[src/rtl/bulls_cows_game_ctrl_if.sv]
// bulls_cows_game_ctrl_if: guess/secret handshake, scorer link and status outputs of the game controller
interface bulls_cows_game_ctrl_if #(parameter int TRY_W = 4);
  logic [7:0] secret_in;
  logic secret_load;
  logic [7:0] guess_in;
  logic guess_valid;
  logic guess_ready;
  logic [7:0] s_out;
  logic [7:0] g_out;
  logic [1:0] bulls_in;
  logic [1:0] cows_in;
  logic result_valid;
  logic [1:0] result_bulls;
  logic [1:0] result_cows;
  logic guess_err;
  logic secret_err;
  logic [TRY_W-1:0] tries;
  logic win;
  logic lose;
  modport master (
    output secret_in, secret_load, guess_in, guess_valid, bulls_in, cows_in,
    input guess_ready, s_out, g_out, result_valid, result_bulls, result_cows,
    input guess_err, secret_err, tries, win, lose
  );
  modport slave (
    input secret_in, secret_load, guess_in, guess_valid, bulls_in, cows_in,
    output guess_ready, s_out, g_out, result_valid, result_bulls, result_cows,
    output guess_err, secret_err, tries, win, lose
  );
endinterface

[src/rtl/bulls_cows_game_ctrl.sv]
// bulls_cows_game_ctrl: holds secret/guess for the scorer, validates digits, counts tries, declares win/lose
module bulls_cows_game_ctrl #(
  parameter int MAX_TRIES = 8,
  parameter int TRY_W = 4
) (
  input logic clk,
  input logic rst,
  bulls_cows_game_ctrl_if.slave bus
);
  typedef enum logic [2:0] {IDLE, ARMED, SCORE, WIN, LOSE} state_t;
  state_t r_state, w_next;
  logic [7:0] r_s, r_g;
  logic [TRY_W-1:0] r_tries, w_tries_inc;
  logic [1:0] r_bulls, r_cows;
  logic r_result_valid, r_guess_err, r_secret_err;
  logic w_secret_ok, w_guess_ok, w_accept;
  function automatic logic digits_ok(input logic [7:0] d);
    return d[3:0] <= 4'd9 && d[7:4] <= 4'd9 && d[3:0] != d[7:4];
  endfunction
  assign w_secret_ok = digits_ok(bus.secret_in);
  assign w_guess_ok = digits_ok(bus.guess_in);
  assign w_accept = r_state == ARMED && bus.guess_valid;
  assign w_tries_inc = r_tries + 1'b1;
  always_ff @(posedge clk or posedge rst)
    if (rst) r_state <= IDLE;
    else r_state <= w_next;
  // a rejected load still aborts a pending score so it is never reported
  always_comb
    w_next = bus.secret_load ? ((w_secret_ok || r_state == SCORE) ? ARMED : r_state)
           : r_state == ARMED ? ((bus.guess_valid && w_guess_ok) ? SCORE : ARMED)
           : r_state == SCORE ? (bus.bulls_in == 2'd2 ? WIN
                                : w_tries_inc == TRY_W'(MAX_TRIES) ? LOSE : ARMED)
           : r_state;
  always_ff @(posedge clk or posedge rst)
    if (rst) begin
      r_s <= '0;
      r_g <= '0;
      r_tries <= '0;
      r_bulls <= '0;
      r_cows <= '0;
      r_result_valid <= 1'b0;
      r_guess_err <= 1'b0;
      r_secret_err <= 1'b0;
    end else begin
      r_result_valid <= 1'b0;
      r_guess_err <= 1'b0;
      r_secret_err <= 1'b0;
      if (bus.secret_load) begin
        if (w_secret_ok) begin
          r_s <= bus.secret_in;
          r_g <= '0;
          r_tries <= '0;
          r_bulls <= '0;
          r_cows <= '0;
        end else r_secret_err <= 1'b1;
      end else if (w_accept) begin
        if (w_guess_ok) r_g <= bus.guess_in;
        else r_guess_err <= 1'b1;
      end else if (r_state == SCORE) begin
        r_bulls <= bus.bulls_in;
        r_cows <= bus.cows_in;
        r_result_valid <= 1'b1;
        r_tries <= w_tries_inc;
      end
    end
  assign bus.guess_ready = r_state == ARMED;
  assign bus.s_out = r_s;
  assign bus.g_out = r_g;
  assign bus.result_valid = r_result_valid;
  assign bus.result_bulls = r_bulls;
  assign bus.result_cows = r_cows;
  assign bus.guess_err = r_guess_err;
  assign bus.secret_err = r_secret_err;
  assign bus.tries = r_tries;
  assign bus.win = r_state == WIN;
  assign bus.lose = r_state == LOSE;
endmodule

[src/flat_wrapper.sv]
// flat-port wrapper written by rule: the top's interface ports become plain ports
module bulls_cows_game_ctrl_flat 
#(
  parameter int MAX_TRIES = 8,
  parameter int TRY_W = 4
)
  (clk, rst, bus_secret_in, bus_secret_load, bus_guess_in, bus_guess_valid, bus_bulls_in, bus_cows_in, bus_guess_ready, bus_s_out, bus_g_out, bus_result_valid, bus_result_bulls, bus_result_cows, bus_guess_err, bus_secret_err, bus_tries, bus_win, bus_lose);
  bulls_cows_game_ctrl_if #(.TRY_W(TRY_W)) bus_i ();
  input logic clk;
  input logic rst;
  input wire logic [$bits(bus_i.secret_in)-1:0] bus_secret_in;
  input wire logic [$bits(bus_i.secret_load)-1:0] bus_secret_load;
  input wire logic [$bits(bus_i.guess_in)-1:0] bus_guess_in;
  input wire logic [$bits(bus_i.guess_valid)-1:0] bus_guess_valid;
  input wire logic [$bits(bus_i.bulls_in)-1:0] bus_bulls_in;
  input wire logic [$bits(bus_i.cows_in)-1:0] bus_cows_in;
  output wire logic [$bits(bus_i.guess_ready)-1:0] bus_guess_ready;
  output wire logic [$bits(bus_i.s_out)-1:0] bus_s_out;
  output wire logic [$bits(bus_i.g_out)-1:0] bus_g_out;
  output wire logic [$bits(bus_i.result_valid)-1:0] bus_result_valid;
  output wire logic [$bits(bus_i.result_bulls)-1:0] bus_result_bulls;
  output wire logic [$bits(bus_i.result_cows)-1:0] bus_result_cows;
  output wire logic [$bits(bus_i.guess_err)-1:0] bus_guess_err;
  output wire logic [$bits(bus_i.secret_err)-1:0] bus_secret_err;
  output wire logic [$bits(bus_i.tries)-1:0] bus_tries;
  output wire logic [$bits(bus_i.win)-1:0] bus_win;
  output wire logic [$bits(bus_i.lose)-1:0] bus_lose;
  assign bus_i.secret_in = bus_secret_in;
  assign bus_i.secret_load = bus_secret_load;
  assign bus_i.guess_in = bus_guess_in;
  assign bus_i.guess_valid = bus_guess_valid;
  assign bus_i.bulls_in = bus_bulls_in;
  assign bus_i.cows_in = bus_cows_in;
  assign bus_guess_ready = bus_i.guess_ready;
  assign bus_s_out = bus_i.s_out;
  assign bus_g_out = bus_i.g_out;
  assign bus_result_valid = bus_i.result_valid;
  assign bus_result_bulls = bus_i.result_bulls;
  assign bus_result_cows = bus_i.result_cows;
  assign bus_guess_err = bus_i.guess_err;
  assign bus_secret_err = bus_i.secret_err;
  assign bus_tries = bus_i.tries;
  assign bus_win = bus_i.win;
  assign bus_lose = bus_i.lose;
  bulls_cows_game_ctrl #(.MAX_TRIES(MAX_TRIES), .TRY_W(TRY_W)) u_core (.clk(clk), .rst(rst), .bus(bus_i));
endmodule
[config.mk]
export PLATFORM = sky130hd
export DESIGN_NAME = bulls_cows_game_ctrl_flat
export DESIGN_NICKNAME = d
export VERILOG_FILES = /design/src/rtl/bulls_cows_game_ctrl_if.sv /design/src/rtl/bulls_cows_game_ctrl.sv /design/src/flat_wrapper.sv
export SDC_FILE = /design/constraint.sdc
export NUM_CORES = 1
export LEC_CHECK = 0
export CORE_UTILIZATION = 30
export DETAILED_ROUTE_END_ITERATION = 16
export GPL_TIMING_DRIVEN = 0
export SKIP_LAST_GASP = 1
export SYNTH_ARGS = -nofsm -noshare
export SYNTH_HDL_FRONTEND = slang
export SYNTH_SLANG_ARGS = --single-unit
[constraint.sdc]
create_clock -name clk -period 1.8 [get_ports clk]
set_input_delay 0.27 -clock clk [delete_from_list [all_inputs] [get_ports clk]]
set_output_delay 0.27 -clock clk [all_outputs]
set_load 0.05 [all_outputs]
==> metrics list, run 1 <==
- Outcome: finished, final reports clean
* Final weighted congestion in routability-driven placement: 0.742
- Biggest cell delay along the critical path: 0.52 ns
* Global-route wire length before repair: 6030 um
* Compound-Gate Fraction of Synth Area: 12.3%
* Starting density of the core: around a third
* Reg2Reg Depth: 5
- A synthesized cell averages 10.8 sq um.
* Antenna diode count: 0
- Distinct cell type count of the synthesized netlist: 38
* Drt first-iter violations: 49
- The count of nets left with antenna violations once routing finished came out at 0.
- Setup violations remaining at the end of the flow were counted as 0.
- The tightest hold path in the finished design has a slack of 0.505 ns.
* Router iterations before antenna repair: 4
- Die area: 5380 sq um
- Final Power: 2.96 mW
- Fin util: 47.1%
- Internal cell power: 1.73 mW
* Endpoint required time on the critical path: just under 2 ns
- Among all flip-flop cells after synthesis, the most frequent one is sky130_fd_sc_hd__dfrtp_1.
- Counting flops with an async set or reset pin after synthesis yields a share of between 90% and 100%.
- Slew at the pin with the worst max-slew slack: 1.17 ns
* Overall die width: 73.4 um
- Setup repair after global routing missed its margin: yes
- Along the worst path, the maximum fanout reaches 10.
- Timing would allow up to 0.575 GHz.
- The number of hold buffers added after CTS was 0.
* Row cnt: 25
- Clock sinks: 30
* Worst Clk Skew: approximately 0.0023 ns
- Data on the critical path arrives at its endpoint at 1.90 ns.
- Post-layout net count: 228
- Global routing used 22.5% of the available met2 tracks.
- Walking the worst path, the cells encountered are clkdlybuf4s50_1 > xor2_1 > nor4_4 > nor2_2 > buf_6 > mux2_4.
* Filler cell count in the final layout: 481
- # DRC: 0
- Hold Vio Cnt, Final: 0
- Layout Area Growth over Synthesis: 48.4%
- Summing the areas of all fa, ha and maj instances in the mapped netlist gives 1.64% of the synthesized area.
- Multiplexer cells account for 13.4% of the synthesized area.
* Clock insertion delay at the later pin of the skew report: about 0.28 ns
* Sw frac: between 40% and 50%
- Register bit total from synthesis: 30
- TritonCTS built the clock tree.
- Synthesis handed over a netlist of between 100 and 150 instances.
* Combinational Power Share: 46.6%
* Number of max-slew violations in the final report: 0
* Core box area: a little under 5000 sq um
- After Yosys synthesis, XOR and XNOR cells account for 5.73% of the synthesized area.
* Maximum number of pins on one net before global-route repair: 31
- Class of the most critical hold timing path: reg -> reg
* Slowest CP cell: sky130_fd_sc_hd__clkdlybuf4s50_1
- Along the worst hold path, the cell count comes to 1.
- For this run, global-route usage on met1 was measured as between 10% and 20%.
- Sequential cells account for between 30% and 40% of the total power.
- The routed layout has roughly 1300 vias.
* Clk buf depth: 2
* Part of the Yosys area used for sequential elements: 49.1%
- Via count of the first global-routing pass: 1290
- Counting every net in the synthesized netlist gives 168.
- Counting flops with a built-in enable in the synthesized netlist gives 0.
* Fraction of the cycle the final worst path needs: 96.6%
- VDD sags by at most 0.000698 V.
- In this run, the clock network consumes 21.6% of the power.
- In this run the power spent charging and discharging nets is 1.23 mW.
- For this design the top-level I/O count stands at 54.
- The H-tree was split into 2 levels.
- Post-detailed-route wirelength per cell: 13.2 um
- Cell Area, Synth: 1530 sq um
- GRT Residual Overflow: 0
* Post-Synth Simple-Gate Area: roughly an eighth
* Total of max-cap violations: 0
- Final wirelength: 3560 um
- The worst setup path is of the in -> reg kind.
* Worst setup EP type: register
* Root buf cell: sky130_fd_sc_hd__clkbuf_8
* Met3 GRT Util: just under 4%
- Counting the buffers created by CTS gives 5.
- Share of layout cells above drive strength 1: 15.8%
* Clock slew at the register clock pins of the worst setup and hold paths: about 0.06 ns
- Total routing resource utilization after global routing: around 15%
* Leakage power: between 1 and 1.5 nW
- Antenna violations before repair: 0
- After legalization and detailed placement, the total HPWL measured 2610 um.
* Worst max-slew margin expressed relative to the limit: ~22%
- Worst Setup Start Kind: input port
* Total power divided by cell area: 1310 nW/um^2
* Number of port buffers: 53
* Most congested layer reported by global routing: met2
- The clock period could shrink to 1.74 ns.
* Die Ht: 73.4 um
- Routed via count divided by cell count: approximately 4.6
- During synthesis, Yosys emitted a total of 0 warnings.
- Combinational family with the most area after synthesis: multiplexers
==> worst paths after layout <==
path | start | to | slack (ns)
hold / removal | u_core.bus.s_out[3] | u_core.bus.s_out[3] | 0.50
min in group asynchronous | rst | u_core.bus.g_out[4] | 0.60
setup reg to reg | u_core.bus.tries[0] | u_core.r_state[0] | 0.13
max in group asynchronous | rst | u_core.bus.tries[0] | 0.42
hold reg to reg | u_core.bus.s_out[3] | u_core.bus.s_out[3] | 0.50
setup / recovery | bus_secret_in[2] | u_core.bus.s_out[2] | 0.06
==> layout make-up <==
| cell class | count | area, sq um | area share, % |
|---|---|---|---|
| flip-flops and latches | 30 | 752 | 33.2 |
| plain buffers | 6 | 40.0 | 1.77 |
| well taps | 67 | 83.8 | 3.70 |
| inverters | 13 | 48.8 | 2.15 |
| repair buffers | 53 | 528 | 23.3 |
| clock buffers | 8 | 110 | 4.86 |
| multi-input cells | 93 | 704 | 31.1 |
==> synth_stat cells (all sizes together) (2+ instances only) <==
master | count | area share (%)
ha | 2 | 1.6
nand2 | 13 | 3.2
o21ai | 20 | 6.6
nand3 | 3 | 0.98
xor2 | 4 | 2.3
a21oi | 2 | 0.66
dfrtp | 30 | 49
inv | 13 | 3.2
buf | 5 | 2.0
o21a | 2 | 0.98
mux2 | 8 | 6.9
o22ai | 2 | 0.82
nor2 | 2 | 0.66
xnor2 | 6 | 3.4
mux2i | 10 | 6.6
nand4b | 2 | 1.1
nand2b | 2 | 0.82
==> cells in the final DEF, fill, tap and decap left out, drive strengths merged, types with 6 or more instances in the layout <==
cell,netlist,layout
xnor2,6,6
inv,13,13
nand2,13,13
dfrtp,30,30
clkdlybuf4s50,0,47
mux2i,10,10
clkbuf,1,9
buf,5,6
mux2,8,8
o21ai,20,20
==> state kept, by name (all words and copies together), names as in the netlist <==
signal                   count
u_core.bus.g_out             8
u_core.bus.s_out             8
u_core.bus.tries             4
u_core.r_state               3
u_core.bus.result_bulls      2
u_core.bus.result_cows       2
u_core.bus.guess_err         1
u_core.bus.result_valid      1
u_core.bus.secret_err        1
==> metal layers <==
metal	wire length [um]	part of all wire, %
met5	0	0
met2	1690	47
met4	73	2.1
met3	139	3.9
met1	1650	46
==> cells by family (layout without fill, tap and decap cells) <==
logic type / Yosys count / in the layout
adders and majority gates: 2 / 2
muxes: 18 / 18
and+or+nand+nor: 31 / 31
AOI/OAI and AO/OA: 32 / 32
buffers and inverters: 19 / 80
DFF: 30 / 30
xor gates and xnor gates: 10 / 10
==> what timing repair did <==
action,in CTS,in global routing
gates resized for setup,11,5
setup endpoints to repair,5,8
buffers inserted,0,0
==> metrics by stage <==
step / cell area (sq um) / worst slack (ns) / cells / setup TNS, ns
after global routing: 2270 / -0.0399 / 270 / -0.148
after floorplan: 1540 / -0.0418 / 142 / -0.0418
after global placement: 2160 / -0.234 / 262 / -3.35
after detailed placement: 2160 / -0.250 / 262 / -3.72
final: 2270 / 0.0612 / 270 / 0
after CTS: 2270 / 0.0184 / 270 / 0
==> critical path, delay by kind of cell <==
family | cells | cell delay (ns)
multiplexers | 1 | 0.30
buffers and inverters | 2 | 0.72
XOR/XNOR | 1 | 0.24
AND/OR/NAND/NOR | 2 | 0.36
==> power groups by stage <==
| stage | Combinational (mW) | Sequential (mW) | Clock, mW |
|---|---|---|---|
| floorplan | 0.490 | 1.41 | 0 |
| global placement | 1.40 | 0.958 | 0 |
| detailed placement | 1.41 | 0.960 | 0 |
| CTS | 1.40 | 0.948 | 0.665 |
| global route | 1.47 | 0.973 | 0.692 |
| finish | 1.38 | 0.945 | 0.639 |
(Power assumes the default switching activity.)
==> run 2, diff against run 1 <==
HOLD_SLACK_MARGIN = 0.05   (was default)
PLACE_DENSITY_LB_ADDON = 0.1   (was default)
==> run 2 against run 1 <==
Effect of this change:
- sequential share of layout area grew 0.20 points
- routed wire length grew 2.8%
- combinational power is essentially flat
- clock power shrank 21%
- hold slack gained 0.0091 ns
- worst setup slack lost 0.022 ns
- register-to-register slack lost 0.03 ns
- total power shrank 4.0%
- non-clock buffer count grew 1
- clock skew grew 0.0064 ns
- largest cell class unchanged
==> metrics list, run 2 (synthesis gave the netlist of run 1 again) <==
- Outcome: finished, final reports clean
- Final min period: between 1.5 and 2 ns
- Via count: 1265
* Number of buffers inserted during clock tree synthesis: 5
- Via count of the first global-routing pass: 1296
- CTS tree: done
* Worst max-slew margin expressed relative to the limit: 23.9%
- Endpoint required time on the critical path: 1.96 ns
* Antenna diode count: 0
* Die Ht: 73.4 um
* Cells along the critical path: clkdlybuf4s50_1 > xor2_1 > nor4_4 > nor2_4 > buf_6 > mux2_4
- Global routing used 15.2% of the available tracks.
- The critical path is of the in -> reg type.
- Routability-driven placement finished with a final weighted congestion of about 0.76.
- Using the TritonRoute via totals, the vias-per-cell ratio works out to 4.67.
- Input and output buffers added on the ports amount to 53.
- Total power divided by cell area: roughly 1300 nW/um^2
- Die area: approximately 5400 sq um
- TNS Setup: 0 ns
* Biggest cell delay along the critical path: 0.46 ns
- Setup violations remaining at the end of the flow were counted as 0.
- Detailed placement finished with a half-perimeter wire length of about 2800 um.
- The later pin in the worst-skew pair is clocked with a latency of approximately 0.28 ns.
- Clock-pin slew was measured on the worst setup and hold paths at about 0.06 ns.
- Clock sinks: 30
- Layout Area Growth over Synthesis: 47.7%
- The analysis attributes to cell leakage a power of between 1 and 1.5 nW.
- Worst min-delay path startpoint: u_core.bus.s_out[3]
- In the layout the commonest cells are sky130_fd_sc_hd__clkdlybuf4s50_1, sky130_fd_sc_hd__dfrtp_1, sky130_fd_sc_hd__o21ai_0.
- Worst path bufs/invs: 2
* # DRC: 0
- Post-detailed-route wirelength per cell: 13.5 um
- The post-route netlist has 15.7% of its cells at a drive strength greater than 1.
- The min-delay analysis places its worst path in the category reg -> reg.
* Row cnt: 25
- Across the VDD grid, the largest voltage drop is 0.000501 V.
- Entering global routing, the biggest net connects 31 pins.
* GRT Residual Overflow: 0
- The final-report hold violation count was 0.
- Final wirelength: 3650 um
- In this run the count of I/O pins placed on the die edge is 54.
- The detail route stage leaves a number of antenna-violating nets equal to 0.
- Starting density of the core: 31.7%
* Slew at the pin with the worst max-slew slack: 1.14 ns
- The first global-routing pass estimated 6110 um of wire.
* Critical-path maximum fanout: 10
* Cell family contributing the most delay on the critical path: buffers and inverters
* Post-layout net count: between 200 and 250
- Data arrives at the worst endpoint at 1.92 ns.
- Total of max-cap violations: 0
- Derived from the worst setup path, the maximum achievable clock frequency is around 0.57 GHz.
- Reg-to-reg critical path startpoint: u_core.bus.tries[0]
- The tightest hold path in the finished design has a slack of 0.514 ns.
- Slowest CP cell: sky130_fd_sc_hd__clkdlybuf4s50_1
* Drt first-iter violations: between 60 and 70
- Final Power: 2.85 mW
- The worst path uses 97.8% of the clock period.
* Overall die width: 73.4 um
* Core box area: 4820 sq um
- In this run the clock root is driven by a sky130_fd_sc_hd__clkbuf_8.
- Antenna violations before repair: 0
- The first detailed-routing pass took 4 iterations.
- The most critical setup path has its startpoint at bus_secret_in[3].
- The H-tree generated during clock tree synthesis spans 2 levels.
- On the final layout, the worst clock skew is 0.00874 ns.
- Number of max-slew violations in the final report: 0
- Most common cell after layout, fill and taps aside: sky130_fd_sc_hd__clkdlybuf4s50_1
* Clk buf depth: 2
* Worst Setup Start Kind: input port
- Worst setup EP type: register
run 2: final timing paths:
kind / to / depth (start not counted) / slack [ns]
worst min-delay path: u_core.bus.s_out[3] / 1 / 0.51
worst min register to register: u_core.bus.s_out[3] / 1 / 0.51
max in group asynchronous: u_core.bus.tries[0] / 2 / 0.45
worst max-delay path: u_core.bus.s_out[1] / 6 / 0.04
min in group asynchronous: u_core.bus.s_out[7] / 2 / 0.59
worst max register to register: u_core.r_state[0] / 5 / 0.10
run 2: per-layer routing:
metal / wire, um / track usage, % / up-vias / part of all wire [%]
met5: 0 / 0 / - / 0
li1: - / - / 614 / -
met2: 1690 / 23.6 / 33 / 46
met3: 209 / 5.76 / 6 / 5.7
met4: 38 / 3.85 / 0 / 1.0
met1: 1720 / 20.1 / 612 / 47
run 2: worst reg2reg max path: cells and delay by family, from the launching register on:
family / cells / cell delay (ns)
DFF: 1 / 0.44
and+or+nand+nor: 2 / 0.46
xor gates and xnor gates: 1 / 0.17
AOI/OAI and AO/OA: 1 / 0.26
adders and majority gates: 1 / 0.25
run 2: cell type report:
class	count	area, sq um
repair buffers	54	541
well taps	67	83.8
flip-flops and latches	30	753
fillers	485	2560
multi-input cells	93	709
plain buffers	6	41.3
clock buffers	8	80.1
inverters	13	48.8
run 2: per-stage QoR:
stage                     utilization (%)  worst slack, ns  cell area [sq um]  instances
final                                46.9           0.0394               2260        271
after global routing                 46.9         -0.00847               2260        271
after CTS                            46.6          0.00684               2240        270
after detailed placement             44.8           -0.317               2160        262
after global placement               44.8           -0.284               2160        262
after floorplan                         -          -0.0418               1540        142
run 2: repair_timing:
action | 4_1_cts | 5_1_grt
endpoints found under the hold margin | 0 | 0
pin swaps | 0 | 2
hold buffers | 0 | 0
endpoints found under the setup margin | 9 | 16
buffers inserted | 0 | 1
gates resized for setup | 12 | 9
run 2: power by group:
group	internal (mW)	switching, mW
logic	0.528	0.865
registers	0.830	0.120
clock network	0.274	0.230
==> RTL change: new RTL, flow settings as in run 1 <==
`TRY_W` is set to 4 in 3 places; all go to 5.
--- a/src/rtl/bulls_cows_game_ctrl_if.sv
+++ b/src/rtl/bulls_cows_game_ctrl_if.sv
@@ -1,5 +1,5 @@
 // bulls_cows_game_ctrl_if: guess/secret handshake, scorer link and status outputs of the game controller
-interface bulls_cows_game_ctrl_if #(parameter int TRY_W = 4);
+interface bulls_cows_game_ctrl_if #(parameter int TRY_W = 5);
   logic [7:0] secret_in;
   logic secret_load;
   logic [7:0] guess_in;
--- a/src/rtl/bulls_cows_game_ctrl.sv
+++ b/src/rtl/bulls_cows_game_ctrl.sv
@@ -1,7 +1,7 @@
 // bulls_cows_game_ctrl: holds secret/guess for the scorer, validates digits, counts tries, declares win/lose
 module bulls_cows_game_ctrl #(
   parameter int MAX_TRIES = 8,
-  parameter int TRY_W = 4
+  parameter int TRY_W = 5
 ) (
   input logic clk,
   input logic rst,
--- a/src/flat_wrapper.sv
+++ b/src/flat_wrapper.sv
@@ -2,7 +2,7 @@
 module bulls_cows_game_ctrl_flat 
 #(
   parameter int MAX_TRIES = 8,
-  parameter int TRY_W = 4
+  parameter int TRY_W = 5
 )
   (clk, rst, bus_secret_in, bus_secret_load, bus_guess_in, bus_guess_valid, bus_bulls_in, bus_cows_in, bus_guess_ready, bus_s_out, bus_g_out, bus_result_valid, bus_result_bulls, bus_result_cows, bus_guess_err, bus_secret_err, bus_tries, bus_win, bus_lose);
   bulls_cows_game_ctrl_if #(.TRY_W(TRY_W)) bus_i ();
Interface: changed (resized bus_tries); port bits go from 54 to 55. No check against the original RTL was run, so the function may have changed too.
==> RTL change against run 1 <==
  * Design area grew 3.0%
  * Setup slack improved by 0.012 ns
  * Sequential cell count increased by 1
  * Power fell by 12%
  * Synthesized area increased by 2.0%
  * First-iteration DRC count shrank 27%
  * Wire length is 4.6% higher
  * Non-clock buffer count increased by 4
  * Cell count rose by 3.0%
  * Critical path type is now flop to output pin
  * Critical endpoint is now bus_s_out[3]
  * Highest routed layer unchanged
==> RTL change: results (changes against run 1) <==
Outcome
The run finished with clean final reports.

GRT
The met2 track utilization from global routing is 0.2293 (+0.003984). The wire length of the first global-routing pass is 6065 µm (+0.58%). The routing usage on met1 is 0.1879 (-0.01022). The overall track demand over capacity in global routing is 0.1494 (+0.001356).

The maximum number of pins on one net before global-route repair is 32 (+3.2%). The met3 usage in global routing came to 0.05420 (+0.01442).

Final layout
The post-layout net count is 236 (+3.5%). The fill cell instance count of the final layout is 448 (-6.9%).

Synth
Ranked by total cell area, the synthesized netlist is headed by dfrtp_1 50%, o21ai_0 7.1%, mux2_2 5.8%. The post-synthesis sequential area ratio is 0.4980 (+0.006591). The number of distinct library cells after synthesis is 35 (-7.9%).

The number of nets produced by synthesis is 172 (+2.4%). Ranked by instance count, the synthesized netlist is headed by 31 x dfrtp_1, 22 x o21ai_0, 14 x nand2_1.

Routing
The number of vias per cell after detailed routing is 4.637 (-0.25%). The average wire per cell in the routed design is 13.38 µm (+1.6%). The initial detailed-routing violation count is 36 (-27%).

The sum of met3 wire segment lengths after detailed routing came to 200 µm (+44%). The detailed-routed wire length on met2 is 1767 µm (+4.6%).

Hold path
The tightest min-delay check is of the input port to asynchronous set/reset pin type.

Placed design
The HPWL after detailed placement is 2732 µm (+4.8%). The count of placed standard cells including taps is 267 (+1.9%). The post-place instance area is 2185 µm² (+1.3%). The count of buffers from port buffering is 54 (+1.9%).

The global placer's final weighted congestion is 0.7346 (-1.0%).

Timing
The worst-case hold slack is 0.1971 ns (-0.3078 ns).

Setup path
The setup slack of the most critical reg-to-reg path is 0.10 ns (-0.03 ns). The data arrival time of the worst path is 1.46 ns (-0.44 ns).
==> RTL change: cell count changes after synthesis, sizes merged, moves of 3 or more <==
cell    change
o211ai      +3
nor3b       +3
xor2        +5
xnor2       -5
==> RTL change: power by group <==
part,internal (W),switching [W],total [W],leakage [nW]
combinational,0.000388,0.000688,0.00108,0.653
sequential,0.000823,0.0000979,0.000921,0.400
clock,0.000348,0.000250,0.000599,0.0515
==> RTL change: cell families after synthesis <==
family | synth area share
buf+inv | 0.04739
flops | 0.4980
compound gates | 0.1253
xor+xnor | 0.05623
simple gates | 0.1478
fa+ha+maj | 0.01606
mux | 0.1092
==> RTL change: worst max-delay path by stage <==
stage / from / end / slack [ns] / cells after the start
2_1_floorplan: u_core.r_state[1] / bus_lose / -0.08 / 1
3_3_place_gp: bus_secret_in[1] / u_core.bus.s_out[5] / -0.40 / 6
3_5_place_dp: bus_secret_in[1] / u_core.bus.g_out[4] / -0.47 / 6
4_1_cts: u_core.r_state[1] / bus_win / -0.1 / 3
5_1_grt: bus_secret_in[5] / u_core.bus.s_out[0] / -0.02 / 5
6_report: u_core.bus.s_out[3] / bus_s_out[3] / 0.07 / 1
==> RTL change: what timing repair did <==
| item | CTS | global route |
|---|---|---|
| pin swaps | 1 | 1 |
| hold endpoints to repair | 0 | 0 |
| setup buffers | 2 | 0 |
| hold buffers | 0 | 0 |
| endpoints found under the setup margin | 21 | 21 |
| gates resized for setup | 9 | 18 |
==> RTL change: layout make-up <==
| class | count | share of cell area |
|---|---|---|
| flip-flops and latches | 31 | 0.3333 |
| multi-input cells | 98 | 0.3092 |
| repair buffers | 57 | 0.2428 |
| clock buffers | 8 | 0.04287 |
| well taps | 67 | 0.03591 |
| inverters | 11 | 0.01768 |
| plain buffers | 6 | 0.01822 |
